### config.mk
export PLATFORM = sky130hd
export DESIGN_NAME = reservation_station
export DESIGN_NICKNAME = d
export VERILOG_FILES = /design/src/rtl/viola_pkg.sv /design/src/rtl/rs_pick_lowest.sv /design/src/rtl/reservation_station.sv
export SDC_FILE = /design/constraint.sdc
export NUM_CORES = 1
export LEC_CHECK = 0
export CAP_MARGIN = 20
export CORE_UTILIZATION = 40
export CTS_BUF_LIST = sky130_fd_sc_hd__clkbuf_4 sky130_fd_sc_hd__clkbuf_8
export DETAILED_ROUTE_END_ITERATION = 6
export PLACE_DENSITY = 0.64
export SYNTH_ARGS = -nofsm -noshare
export SYNTH_HDL_FRONTEND = slang
export SYNTH_SLANG_ARGS = --single-unit
### constraint.sdc
create_clock -name clk -period 5.7 [get_ports clk]
set_clock_uncertainty 0.2 [all_clocks]
set_input_delay 1.14 -clock clk [delete_from_list [all_inputs] [get_ports clk]]
set_output_delay 1.14 -clock clk [all_outputs]
set_load 0.1 [all_outputs]
### src/rtl/viola_pkg.sv
`default_nettype none
// +------------------------------------------------------------------+
// | viola_pkg                                                        |
// | Opcode encodings and helpers shared by the RS and load-store buf |
// | Rev 1.0                                                          |
// +------------------------------------------------------------------+
package viola_pkg;

  localparam logic [4:0] ADD   = 5'b00000;
  localparam logic [4:0] SUB   = 5'b00001;
  localparam logic [4:0] SLL   = 5'b00010;
  localparam logic [4:0] SLT   = 5'b00011;
  localparam logic [4:0] SLTU  = 5'b00100;
  localparam logic [4:0] XOR   = 5'b00101;
  localparam logic [4:0] SRL   = 5'b00110;
  localparam logic [4:0] SRA   = 5'b00111;
  localparam logic [4:0] OR    = 5'b01000;
  localparam logic [4:0] AND   = 5'b01001;
  localparam logic [4:0] ADDI  = 5'b01010;
  localparam logic [4:0] SLTI  = 5'b01011;
  localparam logic [4:0] XORI  = 5'b01100;
  localparam logic [4:0] ORI   = 5'b01101;
  localparam logic [4:0] ANDI  = 5'b01110;
  localparam logic [4:0] SLLI  = 5'b01111;
  localparam logic [4:0] SRLI  = 5'b10000;
  localparam logic [4:0] SRAI  = 5'b10001;
  localparam logic [4:0] LB    = 5'b10010;
  localparam logic [4:0] LH    = 5'b10011;
  localparam logic [4:0] LW    = 5'b10100;
  localparam logic [4:0] LBU   = 5'b10101;
  localparam logic [4:0] LHU   = 5'b10110;
  localparam logic [4:0] SB    = 5'b10111;
  localparam logic [4:0] SH    = 5'b11000;
  localparam logic [4:0] SW    = 5'b11001;
  localparam logic [4:0] BEQ   = 5'b11010;
  localparam logic [4:0] BNE   = 5'b11011;
  localparam logic [4:0] LUI   = 5'b11100;
  localparam logic [4:0] AUIPC = 5'b11101;
  localparam logic [4:0] JAL_C = 5'b11110;

  localparam logic [4:0] OP_NONE  = 5'b11111;
  localparam int         TAG_NONE = 0;

  // Loads and stores live in one contiguous block of the encoding.
  function automatic logic is_mem_op(input logic [4:0] op);
    return (op >= LB) && (op <= SW);
  endfunction

endpackage
`default_nettype wire

### src/rtl/rs_pick_lowest.sv
`default_nettype none
// +------------------------------------------------------------------+
// | rs_pick_lowest                                                   |
// | Priority encoder: index of the lowest set request bit            |
// | Rev 1.0                                                          |
// +------------------------------------------------------------------+
module rs_pick_lowest #(
  parameter int N     = 4,
  parameter int IDX_W = 2
) (
  input  logic [N-1:0]     i_req,
  output logic [IDX_W-1:0] o_idx,
  output logic             o_vld
);

  always_comb begin
    o_idx = '0;
    // Scan high to low so the lowest set bit is written last.
    for (int i = N - 1; i >= 0; i--) begin
      if (i_req[i]) o_idx = IDX_W'(i);
    end
  end

  assign o_vld = |i_req;

endmodule
`default_nettype wire

### src/rtl/reservation_station.sv
`default_nettype none
// +------------------------------------------------------------------+
// | reservation_station                                              |
// | Holds ALU ops until operands arrive, dispatches one per cycle    |
// | Rev 1.0                                                          |
// +------------------------------------------------------------------+
module reservation_station
  import viola_pkg::*;
#(
  parameter int DEPTH = 4,
  parameter int TAG_W = 3,
  parameter int OP_W  = 5
) (
  input  logic             clk,
  input  logic             rst,
  input  logic [OP_W-1:0]  op_in,
  input  logic [31:0]      value1_in,
  input  logic [31:0]      value2_in,
  input  logic [TAG_W-1:0] query1_in,
  input  logic [TAG_W-1:0] query2_in,
  input  logic [TAG_W-1:0] target_in,
  input  logic [TAG_W-1:0] alu_num,
  input  logic [31:0]      alu_value,
  input  logic [TAG_W-1:0] mem_num,
  input  logic [31:0]      mem_value,
  output logic             rs_full,
  output logic [OP_W-1:0]  alu_op,
  output logic [31:0]      alu_a,
  output logic [31:0]      alu_b,
  output logic [TAG_W-1:0] alu_dest
);

  localparam int              c_IDX_W    = (DEPTH > 1) ? $clog2(DEPTH) : 1;
  localparam int              c_CNT_W    = $clog2(DEPTH + 1);
  localparam logic [OP_W-1:0] c_OP_NONE  = '1;
  localparam logic [TAG_W-1:0] c_TAG_NONE = TAG_W'(TAG_NONE);

  logic [DEPTH-1:0] r_busy;
  logic [OP_W-1:0]  r_op   [DEPTH];
  logic [31:0]      r_v1   [DEPTH];
  logic [31:0]      r_v2   [DEPTH];
  logic [TAG_W-1:0] r_q1   [DEPTH];
  logic [TAG_W-1:0] r_q2   [DEPTH];
  logic [TAG_W-1:0] r_dest [DEPTH];

  logic [DEPTH-1:0]   w_ready;
  logic [DEPTH-1:0]   w_disp_mask;
  logic [DEPTH-1:0]   w_free;
  logic [DEPTH-1:0]   w_alloc_mask;
  logic [DEPTH-1:0]   w_busy_next;
  logic [c_IDX_W-1:0] w_disp_idx;
  logic [c_IDX_W-1:0] w_alloc_idx;
  logic               w_disp_vld;
  logic               w_free_vld;
  logic               w_accept;
  logic [31:0]        w_bv1;
  logic [31:0]        w_bv2;
  logic [TAG_W-1:0]   w_bq1;
  logic [TAG_W-1:0]   w_bq2;
  logic [c_CNT_W-1:0] w_free_cnt;

  for (genvar i = 0; i < DEPTH; i++) begin : g_ready
    assign w_ready[i] = r_busy[i] && (r_q1[i] == c_TAG_NONE) && (r_q2[i] == c_TAG_NONE);
  end

  rs_pick_lowest #(.N(DEPTH), .IDX_W(c_IDX_W)) u_pick_ready (
    .i_req (w_ready),
    .o_idx (w_disp_idx),
    .o_vld (w_disp_vld)
  );

  // A slot being dispatched this edge is already free for allocation.
  assign w_disp_mask = DEPTH'(w_disp_vld) << w_disp_idx;
  assign w_free      = ~r_busy | w_disp_mask;

  rs_pick_lowest #(.N(DEPTH), .IDX_W(c_IDX_W)) u_pick_free (
    .i_req (w_free),
    .o_idx (w_alloc_idx),
    .o_vld (w_free_vld)
  );

  assign w_accept     = (op_in != c_OP_NONE) && !is_mem_op(5'(op_in)) && w_free_vld;
  assign w_alloc_mask = DEPTH'(w_accept) << w_alloc_idx;
  assign w_busy_next  = (r_busy & ~w_disp_mask) | w_alloc_mask;

  always_comb begin
    w_bv1 = value1_in;
    w_bq1 = query1_in;
    if (query1_in != c_TAG_NONE && query1_in == alu_num) begin
      w_bv1 = alu_value;
      w_bq1 = c_TAG_NONE;
    end else if (query1_in != c_TAG_NONE && query1_in == mem_num) begin
      w_bv1 = mem_value;
      w_bq1 = c_TAG_NONE;
    end
    w_bv2 = value2_in;
    w_bq2 = query2_in;
    if (query2_in != c_TAG_NONE && query2_in == alu_num) begin
      w_bv2 = alu_value;
      w_bq2 = c_TAG_NONE;
    end else if (query2_in != c_TAG_NONE && query2_in == mem_num) begin
      w_bv2 = mem_value;
      w_bq2 = c_TAG_NONE;
    end
  end

  always_comb begin
    w_free_cnt = '0;
    for (int i = 0; i < DEPTH; i++) begin
      if (!w_busy_next[i]) w_free_cnt = w_free_cnt + c_CNT_W'(1);
    end
  end

  always_ff @(posedge clk) begin
    if (rst) begin
      r_busy   <= '0;
      rs_full  <= 1'b0;
      alu_op   <= c_OP_NONE;
      alu_a    <= '0;
      alu_b    <= '0;
      alu_dest <= c_TAG_NONE;
    end else begin
      r_busy  <= w_busy_next;
      rs_full <= (w_free_cnt <= c_CNT_W'(1));
      if (w_disp_vld) begin
        alu_op   <= r_op[w_disp_idx];
        alu_a    <= r_v1[w_disp_idx];
        alu_b    <= r_v2[w_disp_idx];
        alu_dest <= r_dest[w_disp_idx];
      end else begin
        alu_op   <= c_OP_NONE;
        alu_dest <= c_TAG_NONE;
      end
    end
  end

  // Entry payload needs no reset: it is only observed through r_busy.
  for (genvar i = 0; i < DEPTH; i++) begin : g_entry
    always_ff @(posedge clk) begin
      if (r_busy[i] && r_q1[i] != c_TAG_NONE) begin
        if (r_q1[i] == alu_num) begin
          r_v1[i] <= alu_value;
          r_q1[i] <= c_TAG_NONE;
        end else if (r_q1[i] == mem_num) begin
          r_v1[i] <= mem_value;
          r_q1[i] <= c_TAG_NONE;
        end
      end
      if (r_busy[i] && r_q2[i] != c_TAG_NONE) begin
        if (r_q2[i] == alu_num) begin
          r_v2[i] <= alu_value;
          r_q2[i] <= c_TAG_NONE;
        end else if (r_q2[i] == mem_num) begin
          r_v2[i] <= mem_value;
          r_q2[i] <= c_TAG_NONE;
        end
      end
      if (w_alloc_mask[i]) begin
        r_op[i]   <= op_in;
        r_v1[i]   <= w_bv1;
        r_q1[i]   <= w_bq1;
        r_v2[i]   <= w_bv2;
        r_q2[i]   <= w_bq2;
        r_dest[i] <= target_in;
      end
    end
  end

endmodule
`default_nettype wire

; ---- Word level (Yosys, flattened, before mapping)
; Memories as Yosys holds them, arrays and structs flattened. A register that Yosys moved wholly into a read port is not among the register bits.
; Cells that the tools add are included.
[op_classes]
add_sub_neg = 3
mul = 0
div = 0
n_lt_le_gt_ge = 3
n_eq_ne = 21
shifts = 2
muxes = 116
n_bitwise = 38
reduce_logical = 45
[op_table]
columns = operator, count
row1 = two-way mux 32 bit, 20
row2 = two-way mux 3 bit, 23
row3 = two-way mux 1 bit, 65
row4 = equality test 3 bit, 20
row5 = bitwise OR 1 bit, 32
row6 = nonzero test 3 bit, 10
row7 = zero test 3 bit, 8
row8 = logical AND 1 bit, 23
row9 = two-way mux 2 bit, 8
row10 = "adder 3 x 1 -> 3 bit, second input constant", 3
row11 = NOT 4 bit, 2
row12 = bitwise OR 4 bit, 2
row13 = OR reduction 4 bit, 2
row14 = left shift 1 x 2 -> 4 bit, 2
row15 = ">= comparator 5 bit, second input constant", 1
row16 = "<= comparator 5 bit, second input constant", 1
row17 = "inequality test 5 bit, second input constant", 1
row18 = bitwise AND 4 bit, 1
row19 = "<= comparator 3 x 1 -> 1 bit, second input constant", 1
row20 = OR reduction 2 bit, 1
row21 = zero test 1 bit, 1
row22 = NOT 1 bit, 1
[totals]
reg_bits = 5
latch_bits = 0
ram_bits = 312
rom_bits = 0
input_bits = 150
output_inout_bits = 73
elab_cells = 236
mem_count = 6
[mem_list]
columns = memory, words, width, read_ports, rd_ports_with_merged_regs, wr, line_no
row1 = r_v1, 4, 32, 1, 1, 4, reservation_station.sv:40  ; logic [31:0] r_v1 [DEPTH];
row2 = r_v2, 4, 32, 1, 1, 4, reservation_station.sv:41  ; logic [31:0] r_v2 [DEPTH];
row3 = r_op, 4, 5, 1, 1, 4, reservation_station.sv:39  ; logic [OP_W-1:0] r_op [DEPTH];
row4 = r_dest, 4, 3, 1, 1, 4, reservation_station.sv:44  ; logic [TAG_W-1:0] r_dest [DEPTH];
row5 = r_q1, 4, 3, 4, 0, 4, reservation_station.sv:42  ; logic [TAG_W-1:0] r_q1 [DEPTH];
row6 = r_q2, 4, 3, 4, 0, 4, reservation_station.sv:43  ; logic [TAG_W-1:0] r_q2 [DEPTH];

; ---- Depth between registers and ports, before layout
; Gate-level depths: netlist of run 1.
; An unclocked memory read counts as a cell.
[depth]
ltp_word = 24
depth_mapped = 12
depth_no_buf = 10

; ---- Hierarchy
; Synthesis of run 1 repeated with hierarchy kept, for this count alone.
[hier_totals]
hier_cells = 1966
area_unflattened_um2 = 22258.8
[by_module_without_submodules]
columns = mod, n_inst, cells_per_inst, area_per_inst_um2, seq_area_each_um2
row1 = reservation_station, 1, 1952, 22188.8, 10910.5
row2 = rs_pick_lowest, 2, 7, 35.0, 0.0

; ---- Worst setup path after synthesis of run 1
; OpenSTA, ideal clock, no wires.
[synth_path]
path_type = input -> register
startpoint = input port mem_num[1]
endpoint = memory r_q1[3][0], enable pin
setup_ns = 0.480
arrival_time_ns = 4.422
required_ns = 5.020
path_slack_ns = 0.598
cell_stages = 5
path_buffers = 1
cell_sequence = buf_2 > xor2_1 > nor3_1 > a31oi_1 > o31ai_1
[synth_rtl]
columns = item, line_no
row1 = start: declaration, reservation_station.sv:24  ; input logic [TAG_W-1:0] mem_num,
row2 = end: declaration, reservation_station.sv:42

==> summary.txt, run 1 <==
GRT
  • Vias in the first global route: 18100
  • Total Routing Usage GR: 25.2%
  • First-pass GRT wire length: 108 mm
  • Largest net degree at the start of global routing: 92
  • Initial antenna violation count: 6
  • Grt ovf: 0

Min path
  • HP Class: flop to flop

Logic synthesis
  • Number of synthesized register bits: 389
  • Cell count after synthesis: 2275
  • Area leader, netlist: edfxtp_1
  • Share of Yosys cell area claimed by the top area cell type: 42.1%
  • Most frequent cells after synthesis: mux2i_1 (358), nor2_1 (349), edfxtp_1 (312)
  • Post-Syn Nets: 2427
  • Part of the Yosys area used for sequential elements: 49.0%
  • Post-synth EDFFs: 312
  • Synth warnings: 0
  • Synth cell types: 51
  • Post-Syn Area: 22300 sq um
  • Most numerous cell in the Yosys netlist: mux2i_1
  • Syn avg cell area: 9.79 sq um
  • Post-synthesis compound-gate area fraction: 17.2%
  • Synth Area in Simple Gates: 10.3%
  • Predominant post-synthesis flop cell: edfxtp_1
  • Largest family of logic cells by synthesized area: compound AO/OA/AOI/OAI gates
  • Post-synthesis adder-cell area fraction: 0.112%
  • Mux cell area share after synthesis: 16.1%
  • Async S/R FF share, synth: 0%
  • Main area contributors after synthesis: edfxtp_1 (42%), mux2i_1 (16%), dfxtp_1 (6.9%), a21oi_1 (6.5%), nor2_1 (5.9%)
  • XOR/XNOR Fraction of Synth Area: 2.28%

Die
  • Die Wd: 238 microns
  • Initial Util: 40.4%
  • Height of the die: 238 microns
  • IO Pins: 223
  • Core area: 55100 sq um
  • Die ar.: 56600 sq um
  • Row count: 86

CTS
  • Hold_buf cts: 0
  • Latest clock arrival within the worst-skew pair: 0.64 ns
  • CTS max path bufs: 3
  • Clock sink count: 389
  • CTS clk-pin slew, worst paths: 0.06 ns
  • CTS tree: yes
  • H-tree depth: 3
  • Num CTS Buffers: 67
  • Root Driver: clkbuf_8
  • PostCTS Resize Cnt: 0
  • # Post-CTS Setup Buffers: 0

Placement
  • Post-DP HPWL: 45.7 mm
  • Port Buffer Count: 222
  • Post-Place Cells: 3043
  • Placer Congestion: 0.839

Timing
  • Fin crit period: 4.26 ns
  • Fmax achieved: 235 MHz
  • Total negative slack: 0 ns
  • Hold_ws: 0.337 ns
  • Tcrit/Tclk final: 74.7%
  • Worst slew margin: 25.7%
  • Slew Viols, Final: 0
  • Final setup fails: 0
  • Worst-Margin Slew: 1.11 ns
  • RSZ-0062 raised after global routing: no
  • Final hold violations: 0

Detailed routing
  • Pre-Repair DR Iteration Count: 6
  • Detailed-route vias per instance: 5.87
  • DRT antenna net count: 0
  • Vias: 18600
  • Post-route DRC: 0
  • Post-Route WL: 73.2 mm
  • Iteration-0 DRC Markers: 1832
  • WL per Instance: 23.1 microns

Setup path
  • Crit path DAT: 4.39 ns
  • Worst EP required: 5.83 ns
  • Crit. End Element: flop
  • Worst Setup Start Kind: flop
  • Crit Path Class: flop to flop
  • CP max FO: 91

Power
  • Peak VDD IR: 162 uV
  • Gate power share: 20.0%
  • Lkg Pwr: 0.0110 uW
  • PD cells: 291 nW/um^2
  • P_int: 5350 uW
  • Clock group share of total power: 34.8%
  • Sw frac: 30.3%
  • Switching power: 2320 uW
  • Seq pwr share: 45.2%

Cells and area
  • Non-filler cells, final: 3171
  • Ratio of cells with drive above 1 in the final layout: 8.15%
  • Area delta synth->final: 18.2%
  • Nets: 2517

Status
  • Status: completed

Job
  • Max Cap Viol: 0
[through the flow]
step	util (%)	area, sq um	setup WS, ns	power (uW)
final	47.8	26300	1.44	7670
after global routing	47.8	26300	1.23	7930
after CTS	47.8	26300	1.53	7680
after detailed placement	45.2	24900	0.860	5040
after global placement	45.2	24900	0.981	4990
after floorplan	-	22300	0.598	4520
[worst paths after layout]
path | from | to | cells past startpoint | slack, ns
setup / recovery | r_q2[0][1]$_SDFFCE_PN0P_ | r_v1[3][11]$_DFFE_PP_ | 6 | 1.44
hold / removal | r_op[2][4]$_DFFE_PN_ | alu_op[4]$_SDFF_PP1_ | 2 | 0.34
setup reg to reg | r_q2[0][1]$_SDFFCE_PN0P_ | r_v1[3][11]$_DFFE_PP_ | 6 | 1.44
hold reg to reg | r_op[2][4]$_DFFE_PN_ | alu_op[4]$_SDFF_PP1_ | 2 | 0.34
[state kept, by name (all words and copies together), names as in the netlist, 5 cells and up]
signal and cells:
r_op 20, r_dest 12, alu_op 5, r_v1 128
alu_b 32, r_q2 12, alu_a 32, r_v2 128
r_q1 12
[layout make-up]
class                           count  area [sq um]
Clock inverter                     18           148
Timing Repair Buffer              271          2630
Inverter                            7          28.8
Clock buffer                      104          1240
Fill cell                        5039         28800
Antenna cell                        5          12.5
Tap cell                          748           936
Multi-Input combinational cell   1629         10400
Sequential cell                   389         10900
[power groups by stage]
stage	Sequential, uW	Combinational [uW]	Clock [uW]
floorplan	3710	808	0
global placement	3520	1470	0
detailed placement	3520	1510	0
CTS	3470	1520	2700
global route	3490	1640	2810
finish	3470	1530	2670
[per-layer routing]
metal / vias up / global-route usage [%] / wire [microns]
met2: 913 / 40.3 / 33400
li1: 8522 / - / -
met4: 2 / 10.5 / 2140
met5: - / 0 / 10
met1: 9031 / 33.1 / 30400
met3: 130 / 5.53 / 7200
[worst max-delay path, stage by stage, from the launching register on]
cell and delay (ns):
edfxtp_1 0.47, nor3_1 0.51, and3_2 0.91, o31a_1 0.25
or4b_4 0.48, buf_4 0.88, a21oi_1 0.16
[logic make-up after synthesis]
kind of cell / after synthesis
flip-flops: 389
adder cells (fa/ha/maj): 2
buffers and inverters: 257
XOR/XNOR: 58
AND/OR/NAND/NOR: 549
multiplexers: 358
AO/OA/AOI/OAI: 662
[cells in the final DEF, fill, tap and decap left out, types with 10 or more instances in the layout]
master	count
a211oi_1	10
nor2b_1	12
nor3_1	18
xnor2_1	33
a31oi_1	104
a211o_1	64
xor2_1	25
o21ai_1	10
nand3_1	46
buf_4	45
o21ai_0	156
nand2_1	84
mux2i_1	358
dfxtp_1	77
clkbuf_4	30
edfxtp_1	312
a21oi_1	289
clkdlybuf4s50_1	221
clkbuf_8	74
nor2_1	349
No activity file was read; power rests on OpenSTA's default activity.
==> inputs of run 2 (changes only) <==
- clock period: 5.7 -> 4 ns (I/O delays scaled with it)
==> summary.txt, run 2 (synthesized netlist as in run 1, its figures left out) <==
Cells and area
  • Ratio of cells with drive above 1 in the final layout: 9.88% (+1.7 points)
  • Most common cell after layout, fill and taps aside: mux2i_1
  • Register Area: 10900 sq um (unchanged)
  • Nets: 2557 (+1.6%)
  • Footprint of the multi-input gates: 10400 sq um (about the same)
  • Commonest non-fill, non-tap cells in the layout: mux2i_1 (358), nor2_1 (349), edfxtp_1 (312), a21oi_1 (289), clkdlybuf4s50_1 (220)
  • Area delta synth->final: 21.1%
  • Largest registers: r_v1 (128), r_v2 (128)
  • Non-filler cells, final: 3211 (+1.3%)
  • Layout filler cell count: 5034 (-0.099%)

Setup path
  • Worst EP required: 4.16 ns (-1.67 ns)
  • Crit Path Class: flop to flop
  • CP max stage delay: 0.60 ns (-0.31 ns)
  • Reg2reg start: r_q1[3][0]$_SDFFCE_PN0P_
  • CP max FO: 52 (-43%)
  • Crit path DAT: 3.64 ns (-0.75 ns)
  • Crit. End Element: flop
  • CP max stage cell: or4b_4
  • CP Launch Point: r_q1[3][0]$_SDFFCE_PN0P_
  • Worst Setup Start Kind: flop
  • Critical path, cell by cell: nor3_1 > nand3_1 > o31a_1 > or4b_4 > buf_4 > nor2_1 > a21oi_1

Detailed routing
  • Vias: 18800 (+0.94%)
  • Detailed-route vias per instance: 5.85 (-0.32%)
  • Post-route DRC: 0 (unchanged)
  • Iteration-0 DRC Markers: 1781 (-2.8%)
  • WL per Instance: 22.8 microns (-1.4%)
  • DRT antenna net count: 0 (unchanged)
  • Pre-Repair DR Iteration Count: 5 (-1)
  • Post-Route WL: 73.1 mm (-0.17%)

Power
  • Clock group share of total power: 33.5% (-1.3 points)
  • Sw frac: 30.6% (+0.31 points)
  • Lkg Pwr: 0.0113 uW (+3.0%)
  • Gate power share: 21.1% (+1.1 points)
  • P_int: 7550 uW (+41%)
  • Peak VDD IR: 217 uV (+34%)
  • Seq pwr share: 45.4% (+0.2 points)
  • PD cells: 403 nW/um^2 (+38%)
  • Switching power: 3330 uW (+43%)

GRT
  • Grt ovf: 0 (unchanged)
  • First-pass GRT wire length: 110 mm (+1.6%)
  • Largest net degree at the start of global routing: 69 (-25%)
  • Global route hottest layer: met2
  • Vias in the first global route: 18200 (+0.85%)
  • Total Routing Usage GR: 25.5% (+0.26 points)
  • Initial antenna violation count: 3 (-3)
  • Met1 usage: 34.5% (+1.4 points)
  • M3 GR Usage: 4.26% (-1.3 points)
  • GR Util met2: 40.7% (+0.44 points)

CTS
  • PostCTS Resize Cnt: 0 (unchanged)
  • Num CTS Buffers: 68 (+1.5%)
  • Clock sink count: 389 (unchanged)
  • CTS tree: yes
  • Hold_buf cts: 0 (unchanged)
  • H-tree depth: 3 (unchanged)
  • Latest clock arrival within the worst-skew pair: 0.65 ns (about the same)
  • # Post-CTS Setup Buffers: 0 (unchanged)
  • CTS max path bufs: 3 (unchanged)
  • Root Driver: clkbuf_8
  • CTS clk-pin slew, worst paths: 0.06 ns (about the same)

Placement
  • Placer Congestion: 0.850 (+1.3%)
  • Post-DP HPWL: 46.9 mm (+2.5%)
  • Port Buffer Count: 222 (unchanged)
  • Post-Place Cells: 3083 (+1.3%)

Timing
  • Slew Viols, Final: 0 (unchanged)
  • Fin crit period: 3.48 ns (-0.777 ns)
  • Worst-Margin Slew: 1.01 ns (-0.101 ns)
  • Total negative slack: 0 ns (unchanged)
  • RSZ-0062 raised after global routing: no
  • Fmax achieved: 287 MHz (+22%)
  • Final setup fails: 0 (unchanged)
  • Final hold violations: 0 (unchanged)
  • Worst slew margin: 32.2% (+6.5 points)
  • Tcrit/Tclk final: 87.1% (+12 points)

Job
  • Max Cap Viol: 0 (unchanged)

Min path
  • HP Class: flop to flop
  • Worst min-delay path startpoint: r_op[3][4]$_DFFE_PP_

Die
  • Die Wd: 238 microns (unchanged)
  • Initial Util: 40.4% (unchanged)
  • Row count: 86 (unchanged)
  • Die ar.: 56600 sq um (unchanged)
  • Height of the die: 238 microns (unchanged)
  • IO Pins: 223 (unchanged)
  • Core area: 55100 sq um (unchanged)

Status
  • Status: completed
-- run 2: final cells by class --
cell class,instances,area share (%)
multi-input combinational,1629,38.6
tap,748,3.47
sequential,389,40.4
antenna,3,0.0278
clock inverter,21,0.427
inverter,7,0.102
clock buffer,104,4.54
timing repair buffer,310,12.4
-- run 2: stage by stage --
stage / util, % / hold slack (ns) / setup slack (ns) / total power [uW] / instance area (sq um)
after global placement: 46.5 / 0.313 / 0.221 / 7220 / 25600
after global routing: 49.0 / 0.363 / 0.429 / 11300 / 27000
after CTS: 49.0 / 0.341 / 0.593 / 10900 / 27000
after detailed placement: 46.5 / 0.331 / 0.150 / 7280 / 25600
after floorplan: - / 0.297 / -0.762 / 6430 / 22300
final: 49.0 / 0.335 / 0.517 / 10900 / 27000
-- run 2: per-layer routing --
metal,wire length (microns),vias to the layer above
li1,-,8610
met1,30900,9132
met2,33900,892
met3,6290,138
met4,2000,0
met5,0,-
-- run 2: power groups by stage --
stage          sequential (uW)  clock [uW]  combinational [uW]
3_5_place_dp              5020           0                2260
4_1_cts                   4930        3690                2270
2_1_floorplan             5280           0                1150
3_3_place_gp              5010           0                2220
5_1_grt                   4960        3860                2440
6_report                  4940        3650                2290
-- run 2: critical path: cells and delay by family, from the launching register on --
family                 cells  cell delay (ns)
AOI/OAI and AO/OA          2             0.41
DFF                        1             0.46
and+or+nand+nor            4             1.74
buffers and inverters      1             0.34
-- run 2: path summary, 6_finish.rpt --
check                                       endpoint  slack, ns  depth (start not counted)
worst max-delay path            r_v1[3][4]$_DFFE_PP_       0.52                          7
worst min-delay path            alu_op[4]$_SDFF_PP1_       0.33                          2
worst max register to register  r_v1[3][4]$_DFFE_PP_       0.52                          7
worst min register to register  alu_op[4]$_SDFF_PP1_       0.33                          2
